### src/rtl/nibble_serial_cmp_ctrl_if.sv
// nibble_serial_cmp_ctrl_if: operand and result handshake bundle for the
// nibble-serial compare sequencer.
// master = producer/consumer side, slave = sequencer side.
interface nibble_serial_cmp_ctrl_if #(
    parameter int unsigned NIBBLES = 4
);
    // Operand handshake
    logic                   in_valid;
    logic                   in_ready;
    logic [4*NIBBLES-1:0]   op_a;
    logic [4*NIBBLES-1:0]   op_b;

    // Result handshake
    logic                   out_valid;
    logic                   out_ready;
    logic                   gt;
    logic                   eq;
    logic                   lt;

    modport master (
        output in_valid,
        output op_a,
        output op_b,
        output out_ready,
        input  in_ready,
        input  out_valid,
        input  gt,
        input  eq,
        input  lt
    );

    modport slave (
        input  in_valid,
        input  op_a,
        input  op_b,
        input  out_ready,
        output in_ready,
        output out_valid,
        output gt,
        output eq,
        output lt
    );
endinterface

### src/rtl/nibble_serial_cmp_ctrl.sv
// nibble_serial_cmp_ctrl: compares two 4*NIBBLES-bit operands by streaming
// them MSB-nibble-first through an external 4-bit magnitude comparator,
// stopping at the first unequal nibble.
// Optional macro NSC_SIGNED_CMP_EN: treat operands as two's complement and
// resolve differing sign bits in the first RUN cycle without the comparator.
module nibble_serial_cmp_ctrl #(
    parameter int unsigned NIBBLES = 4,
    parameter int unsigned IDXW    = 2
) (
    input  logic                        clk,
    input  logic                        rst,
    nibble_serial_cmp_ctrl_if.slave     bus,
    output logic [3:0]                  cmp_a,
    output logic [3:0]                  cmp_b,
    input  logic                        cmp_gt,
    input  logic                        cmp_eq,
    input  logic                        cmp_lt,
    output logic                        busy
);
    localparam int unsigned W = 4 * NIBBLES;

    localparam logic [1:0] ST_IDLE = 2'd0;
    localparam logic [1:0] ST_RUN  = 2'd1;
    localparam logic [1:0] ST_DONE = 2'd2;

    localparam logic [IDXW-1:0] IDX_TOP = IDXW'(NIBBLES - 1);

    logic [1:0]      state;
    logic [IDXW-1:0] idx;
    logic [W-1:0]    a_reg;
    logic [W-1:0]    b_reg;
    logic            gt_r;
    logic            eq_r;
    logic            lt_r;

    logic [3:0]      nib_a;
    logic [3:0]      nib_b;
    logic            sign_split;
    logic            take_gt;
    logic            take_lt;
    logic            take_eq;

    // Select the nibble pair addressed by idx from the captured operands
    always_comb begin
        nib_a = '0;
        nib_b = '0;
        for (int unsigned i = 0; i < NIBBLES; i++) begin
            if (idx == IDXW'(i)) begin
                nib_a = a_reg[4*i +: 4];
                nib_b = b_reg[4*i +: 4];
            end
        end
    end

    // Comparator inputs are only live during RUN, otherwise parked at zero
    always_comb begin
        cmp_a = (state == ST_RUN) ? nib_a : '0;
        cmp_b = (state == ST_RUN) ? nib_b : '0;
    end

    // Per-cycle decision: sign shortcut first, then gt > lt > eq priority;
    // a non-decisive cycle (eq or all-zero) with idx > 0 just moves on
    always_comb begin
`ifdef NSC_SIGNED_CMP_EN
        sign_split = (idx == IDX_TOP) && (a_reg[W-1] != b_reg[W-1]);
`else
        sign_split = 1'b0;
`endif
        take_gt = 1'b0;
        take_lt = 1'b0;
        take_eq = 1'b0;
        if (sign_split) begin
            take_gt = ~a_reg[W-1];
            take_lt =  a_reg[W-1];
        end else if (cmp_gt) begin
            take_gt = 1'b1;
        end else if (cmp_lt) begin
            take_lt = 1'b1;
        end else if (idx == '0) begin
            take_eq = 1'b1;
        end
    end

    // Sequencer state, operand capture, nibble index and result registers
    always_ff @(posedge clk) begin
        if (rst) begin
            state <= ST_IDLE;
            idx   <= '0;
            a_reg <= '0;
            b_reg <= '0;
            gt_r  <= 1'b0;
            eq_r  <= 1'b0;
            lt_r  <= 1'b0;
        end else begin
            case (state)
                ST_IDLE: begin
                    if (bus.in_valid) begin
                        a_reg <= bus.op_a;
                        b_reg <= bus.op_b;
                        idx   <= IDX_TOP;
                        state <= ST_RUN;
                    end
                end
                ST_RUN: begin
                    if (take_gt || take_lt || take_eq) begin
                        gt_r  <= take_gt;
                        eq_r  <= take_eq;
                        lt_r  <= take_lt;
                        state <= ST_DONE;
                    end else begin
                        idx <= idx - 1'b1;
                    end
                end
                ST_DONE: begin
                    if (bus.out_ready) begin
                        state <= ST_IDLE;
                    end
                end
                default: state <= ST_IDLE;
            endcase
        end
    end

    // Handshake and status outputs decoded from the registered state
    always_comb begin
        bus.in_ready  = (state == ST_IDLE);
        bus.out_valid = (state == ST_DONE);
        bus.gt        = gt_r;
        bus.eq        = eq_r;
        bus.lt        = lt_r;
        busy          = (state == ST_RUN) || (state == ST_DONE);
    end
endmodule
### src/flat_wrapper.sv
// flat-port wrapper written by rule: the top's interface ports become plain ports
module nibble_serial_cmp_ctrl_flat 
#(
    parameter int unsigned NIBBLES = 4,
    parameter int unsigned IDXW    = 2
)
  (clk, rst, cmp_a, cmp_b, cmp_gt, cmp_eq, cmp_lt, busy, bus_in_valid, bus_op_a, bus_op_b, bus_out_ready, bus_in_ready, bus_out_valid, bus_gt, bus_eq, bus_lt);
  nibble_serial_cmp_ctrl_if #(.NIBBLES(NIBBLES)) bus_i ();
  input  logic clk;
  input  logic rst;
  output logic [3:0] cmp_a;
  output logic [3:0] cmp_b;
  input  logic cmp_gt;
  input  logic cmp_eq;
  input  logic cmp_lt;
  output logic busy;
  input wire logic [$bits(bus_i.in_valid)-1:0] bus_in_valid;
  input wire logic [$bits(bus_i.op_a)-1:0] bus_op_a;
  input wire logic [$bits(bus_i.op_b)-1:0] bus_op_b;
  input wire logic [$bits(bus_i.out_ready)-1:0] bus_out_ready;
  output wire logic [$bits(bus_i.in_ready)-1:0] bus_in_ready;
  output wire logic [$bits(bus_i.out_valid)-1:0] bus_out_valid;
  output wire logic [$bits(bus_i.gt)-1:0] bus_gt;
  output wire logic [$bits(bus_i.eq)-1:0] bus_eq;
  output wire logic [$bits(bus_i.lt)-1:0] bus_lt;
  assign bus_i.in_valid = bus_in_valid;
  assign bus_i.op_a = bus_op_a;
  assign bus_i.op_b = bus_op_b;
  assign bus_i.out_ready = bus_out_ready;
  assign bus_in_ready = bus_i.in_ready;
  assign bus_out_valid = bus_i.out_valid;
  assign bus_gt = bus_i.gt;
  assign bus_eq = bus_i.eq;
  assign bus_lt = bus_i.lt;
  nibble_serial_cmp_ctrl #(.NIBBLES(NIBBLES), .IDXW(IDXW)) u_core (.clk(clk), .rst(rst), .bus(bus_i), .cmp_a(cmp_a), .cmp_b(cmp_b), .cmp_gt(cmp_gt), .cmp_eq(cmp_eq), .cmp_lt(cmp_lt), .busy(busy));
endmodule
### config.mk
export PLATFORM = sky130hd
export DESIGN_NAME = nibble_serial_cmp_ctrl_flat
export DESIGN_NICKNAME = d
export VERILOG_FILES = /design/src/rtl/nibble_serial_cmp_ctrl_if.sv /design/src/rtl/nibble_serial_cmp_ctrl.sv /design/src/flat_wrapper.sv
export SDC_FILE = /design/constraint.sdc
export NUM_CORES = 1
export LEC_CHECK = 0
export ABC_AREA = 1
export BUFFER_PORTS_ARGS = -buffer_cell sky130_fd_sc_hd__buf_2
export CAP_MARGIN = 40
export CORE_UTILIZATION = 51
export CTS_CLUSTER_SIZE = 40
export DETAILED_ROUTE_END_ITERATION = 10
export GPL_ROUTABILITY_DRIVEN = 0
export PLACE_DENSITY = 0.88
export SLEW_MARGIN = 20
export SYNTH_ARGS = -nofsm -noshare
export SYNTH_HDL_FRONTEND = slang
export SYNTH_SLANG_ARGS = --single-unit
### constraint.sdc
create_clock -name clk -period 1.4 [get_ports clk]
set_input_delay 0 -clock clk [delete_from_list [all_inputs] [get_ports clk]]
set_output_delay 0 -clock clk [all_outputs]
set_load 0.02 [all_outputs]
## After elaboration in Yosys (flattened, before gate mapping)

Index checks and enable logic that the tools add are counted.

| storage, ports and cells | value |
|---|---|
| bits of input ports | 39 |
| flip-flop bits (word level) | 39 |
| output and inout port bits | 14 |
| word-level logic and storage cells | 50 |

| cells by class | value |
|---|---|
| eq/ne operators | 9 |
| $add $sub $neg | 1 |
| muxes and demuxes | 23 |
| reduce and logical (&&, ||, !) cells | 10 |

Operators by type and width:

| kind | count |
|---|---|
| $mux 4 | 10 |
| $mux 2 | 5 |
| $ne 2x2->1 const B | 4 |
| $eq 2x2->1 const B | 3 |
| $mux 1 | 6 |
| $pmux 2 s3 | 1 |
| $reduce_and 3->1 | 2 |
| $eq 2x1->1 const B | 2 |
| $logic_not 2->1 | 2 |
| $pmux 2 s2 | 1 |
| $reduce_and 2->1 | 2 |
| $logic_or 1x1->1 | 3 |
| $reduce_bool 2->1 | 1 |
| $sub 2x1->2 const B | 1 |

## Logic depth before layout (Yosys ltp)

| logic depth | value |
|---|---|
| word-level depth | 7 |
| gate-level depth with buffers | 10 |
| mapped depth without buffers | 9 |

## Worst setup path before layout

No wires, ideal clock.

| timing | value |
|---|---|
| path type | reg2out |
| start | register u_core.idx[0] |
| end | output port cmp_b[0] |
| path buffers | 1 |
| cell stages (with the launch flop) | 8 |
| data arrival time | 1.332 ns |
| slack | 0.068 ns |
| required time | 1.400 ns |
| path through | dfxtp_1 inv_1 ha_1 buf_4 inv_2 or2_1 nand2_1 a21oi_1 |

| between the ends | value |
|---|---|
| longest elaborated chain between the ends | 6 |
| elaborated cells between the ends (all ways) | 9 |
| those cells by class | eq/ne (3); mux (5); reduce/logical (1) |

Ends and longest elaborated chain:

| element | RTL line | source |
|---|---|---|
| start: declaration | nibble_serial_cmp_ctrl.sv:29 | `logic [IDXW-1:0] idx;` |
| start signal: assignment | nibble_serial_cmp_ctrl.sv:111 | `idx <= idx - 1'b1;` |
| $logic_not 2->1 | nibble_serial_cmp_ctrl.sv:48 | `if (idx == IDXW'(i)) begin` |
| $mux 4 (3 in series) | nibble_serial_cmp_ctrl.sv:48 |  |
| $mux 4 (*) | nibble_serial_cmp_ctrl.sv:48 |  |
| $mux 4 (*) | nibble_serial_cmp_ctrl.sv:58 | `cmp_b = (state == ST_RUN) ? nib_b : '0;` |
| end: declaration | flat_wrapper.sv:12 | `output logic [3:0] cmp_b;` |

Every way passes the cells marked *; elsewhere a longest branch is shown, timed or not.

## Worst setup path in the final report

| timing | value |
|---|---|
| start | register u_core.idx[0] |
| end | output port cmp_a[1] |

| between the ends | value |
|---|---|
| longest elaborated chain between the ends | 6 |
| elaborated cells between the ends (all ways) | 9 |
| those cells by class | eq/ne (3); mux (5); reduce/logical (1) |

Ends and longest elaborated chain:

| element | RTL line | source |
|---|---|---|
| $logic_not 2->1 | nibble_serial_cmp_ctrl.sv:48 |  |
| $mux 4 (3 in series) | nibble_serial_cmp_ctrl.sv:48 |  |
| $mux 4 (*) | nibble_serial_cmp_ctrl.sv:48 |  |
| $mux 4 (*) | nibble_serial_cmp_ctrl.sv:57 | `cmp_a = (state == ST_RUN) ? nib_a : '0;` |
| end: declaration | flat_wrapper.sv:11 | `output logic [3:0] cmp_a;` |

Marked as above.

==> results.md <==
- Critical path class: flop to primary output
- Buffers on Ports: 51
- Vias in the first global route: just over 2,000
- Max Slew Vio Count: 0
- Setup WS post-layout: -209 ps
- RSZ-0062 raised after global routing: true
- Post-route minimum period: between 1500 and 2000 ps
- Die Span Y: roughly 63 um
- Dpl hpwl: 3100 um
- Fin util: 80.8%
- Drt first pass iters: 4
- DRT iter0 DRCs: 178
- Clock sinks: 39
- Max Clk Rate: 622 MHz
- Post-route ant nets: 0
- Critical Path AT: 1610 ps
- Worst rel slew slack: 65.3%
- Post-Syn Area: 1910 um2
- Synth Register Bits: 39
- Failing checks: hold timing, setup timing
- Drt drc: 0
- Crit-path cells: buf_6 > ha_4 > clkinvlp_4 > nand2_1 > o211ai_1 > a21oi_1 > buf_4
- Setup Skew: between 2 and 2.5 ps
- Routed vias: 2,154
- CTS Buffer Depth: 2
- Num rows: 21
- CP max stage delay: 360 ps
- CP Data Required Time: 1400 ps
- Post-DP Area: 2190 um2
- Htree depth: 2
- Fillers: about 220
- Finished Layout Cells: 404
- Post-synthesis cell count: approximately 270
- Synth warn: 0
- Total gr overflow: 0
- Final hold vios: 1
- Endpoints failing setup: 10
- Static Leakage: 0.00128 uW
- Period utilisation layout: 115%
- DIE AREA: 4000 um2
- CTS Buf Count: 5
- Worst-Skew Late Latency: 300 ps
- CP max-delay cell: dfxtp_2
- Initial antenna violation count: 0
- Status: complete, but fails checks
- Fraction of layout cells with a size suffix above 1: 31.0%
- Worst-path clk slew: 70 ps
- Placed Instances: 357
- Hold path startpoint: bus_op_b[15]
- Number of diodes: 0
- DRT Wirelength: 5810 um
- Worst hold path type: input port to flop
- Mean Syn Cell Area: 7.19 um2
- CTS tree: built
- Peak supply drop: 1.18 mV
- Die W: about 63 um
- Area Growth Syn to Fin: 46.6%
- Critical path origin: u_core.idx[0]
- Net count after synthesis: 312
- Initial Utilization: 55.2%
- Num ports: 53
- Max capacitance violation total: 0
- Setup TNS after final layout: -1560 ps
- DR vias/cell: 5.33
- Kind of end point of the critical path: primary output
- Worst-path fanout max: 6
- Root buffer cell: clkbuf_8
- First-pass GRT wire length: 8850 um
- Seq/Total Area, Yosys: approximately 41%
- Crit Reg-Reg Startpoint: u_core.idx[0]
- Total power per unit cell area: 2040 nW/um2
- Overall routing resource usage: 28.7%
- WL/cell: between 10 and 15 um
- Netlist cell types: 22
- Final hold slack: -9.08 ps
- Core area: 3470 um2
- Largest net degree at the start of global routing: 38
- Worst Max-Slew Pin Slew: 519 ps
- NumNets Final: just over 400
- Design area: 2800 um2
- Startpoint type of the worst setup path: flop
-- final cells by class --
type	count	area, um2	area share [%]
timing repair buffer	98	749	26.7
multi-input combinational	194	1040	36.9
timing repair inverter	1	7.51	0.268
clock buffer	7	76.3	2.72
inverter	18	85.1	3.03
sequential	39	787	28.1
tap	46	57.6	2.05
clock inverter	1	5.00	0.178
-- layout by cell type (no fill, tap or decap) --
cell type	n
clkinvlp_4	1
ha_1	2
nor2_2	3
dfxtp_1	36
a21oi_1	12
inv_6	1
ha_2	2
clkinv_2	1
buf_6	5
nand2_2	4
buf_12	2
inv_1	9
dfxtp_4	1
a21oi_2	7
buf_4	17
nor3_1	1
nor2_1	70
nand2_1	30
clkbuf_1	2
clkbuf_8	5
nor2_4	2
ha_4	3
o21ai_0	24
nand3_1	5
buf_2	43
o21bai_2	1
nand2_4	2
nand3_4	1
o21ai_1	17
dlygate4sd3_1	31
dfxtp_2	2
or2_1	3
o211ai_1	5
inv_4	5
inv_2	3
-- worst max-delay path, delay by kind of cell (launching register included) --
family	cells	cell delay, ps
simple gates	1	100
buf+inv	3	440
compound gates	2	240
flops	1	360
fa+ha+maj	1	160
-- power breakdown --
part	leakage (uW)	total [uW]	switching, uW	internal, uW
Sequential	0.000324	1660	216	1450
Clock	0.0000422	755	405	350
Combinational	0.000910	3300	1920	1380
Total	0.00128	5720	2540	3180
-- Yosys cell counts --
cell,number,area share (%)
nor2_1,73,14
buf_4,2,0.78
nor2_2,2,0.65
nand3_1,5,1.3
dfxtp_1,39,41
o21bai_2,1,0.59
nor3_1,1,0.26
inv_2,5,0.98
o211ai_1,5,2.0
nand2_1,30,5.9
nand2_2,5,1.6
nand2_4,1,0.59
inv_4,1,0.33
inv_1,12,2.4
a21oi_1,19,5.0
buf_2,7,1.8
buf_6,6,3.5
o21ai_0,26,6.8
nand3_4,1,0.92
or2_1,3,0.98
o21ai_1,15,3.9
ha_1,7,4.6
-- worst paths after layout --
check / to / slack (ps) / cells past startpoint
max: cmp_a[1] / -210 / 7
min reg2reg: u_core.a_reg[14] / 490 / 2
max reg2reg: u_core.idx[0] / -100 / 9
min: u_core.b_reg[15] / -9 / 3
-- layer usage --
metal | GRT usage [%] | share of wire [%]
met5 | 0 | 0
met4 | 13.9 | 4.1
met3 | 6.70 | 7.9
met2 | 51.5 | 52
met1 | 31.4 | 36
-- what timing repair did --
action / CTS / global route
hold buffers: 31 / 0
gates resized for setup: 26 / 28
gates cloned: 1 / 0
hold endpoints to repair: 32 / 0
setup endpoints to repair: 41 / 41
pin swaps: 8 / 4
buffers inserted: 7 / 0
-- cell families (layout without fill, tap and decap cells) --
group,count (synthesis),after routing,synth area share [%]
and+or+nand+nor,121,121,26.6
AOI/OAI and AO/OA,66,66,18.2
DFF,39,39,40.8
buffers and inverters,33,125,9.81
adders and majority gates,7,7,4.58
-- metrics by stage --
step / hold slack [ps] / power, uW / worst slack (ps)
finish: -9.08 / 5720 / -209
global route: 16.6 / 6070 / -261
CTS: 7.23 / 5310 / -166
detailed placement: 222 / 4080 / -73.2
global placement: 200 / 3970 / 5.08
floorplan: 69.1 / 3530 / 68.1
(Power assumes the default switching activity.)
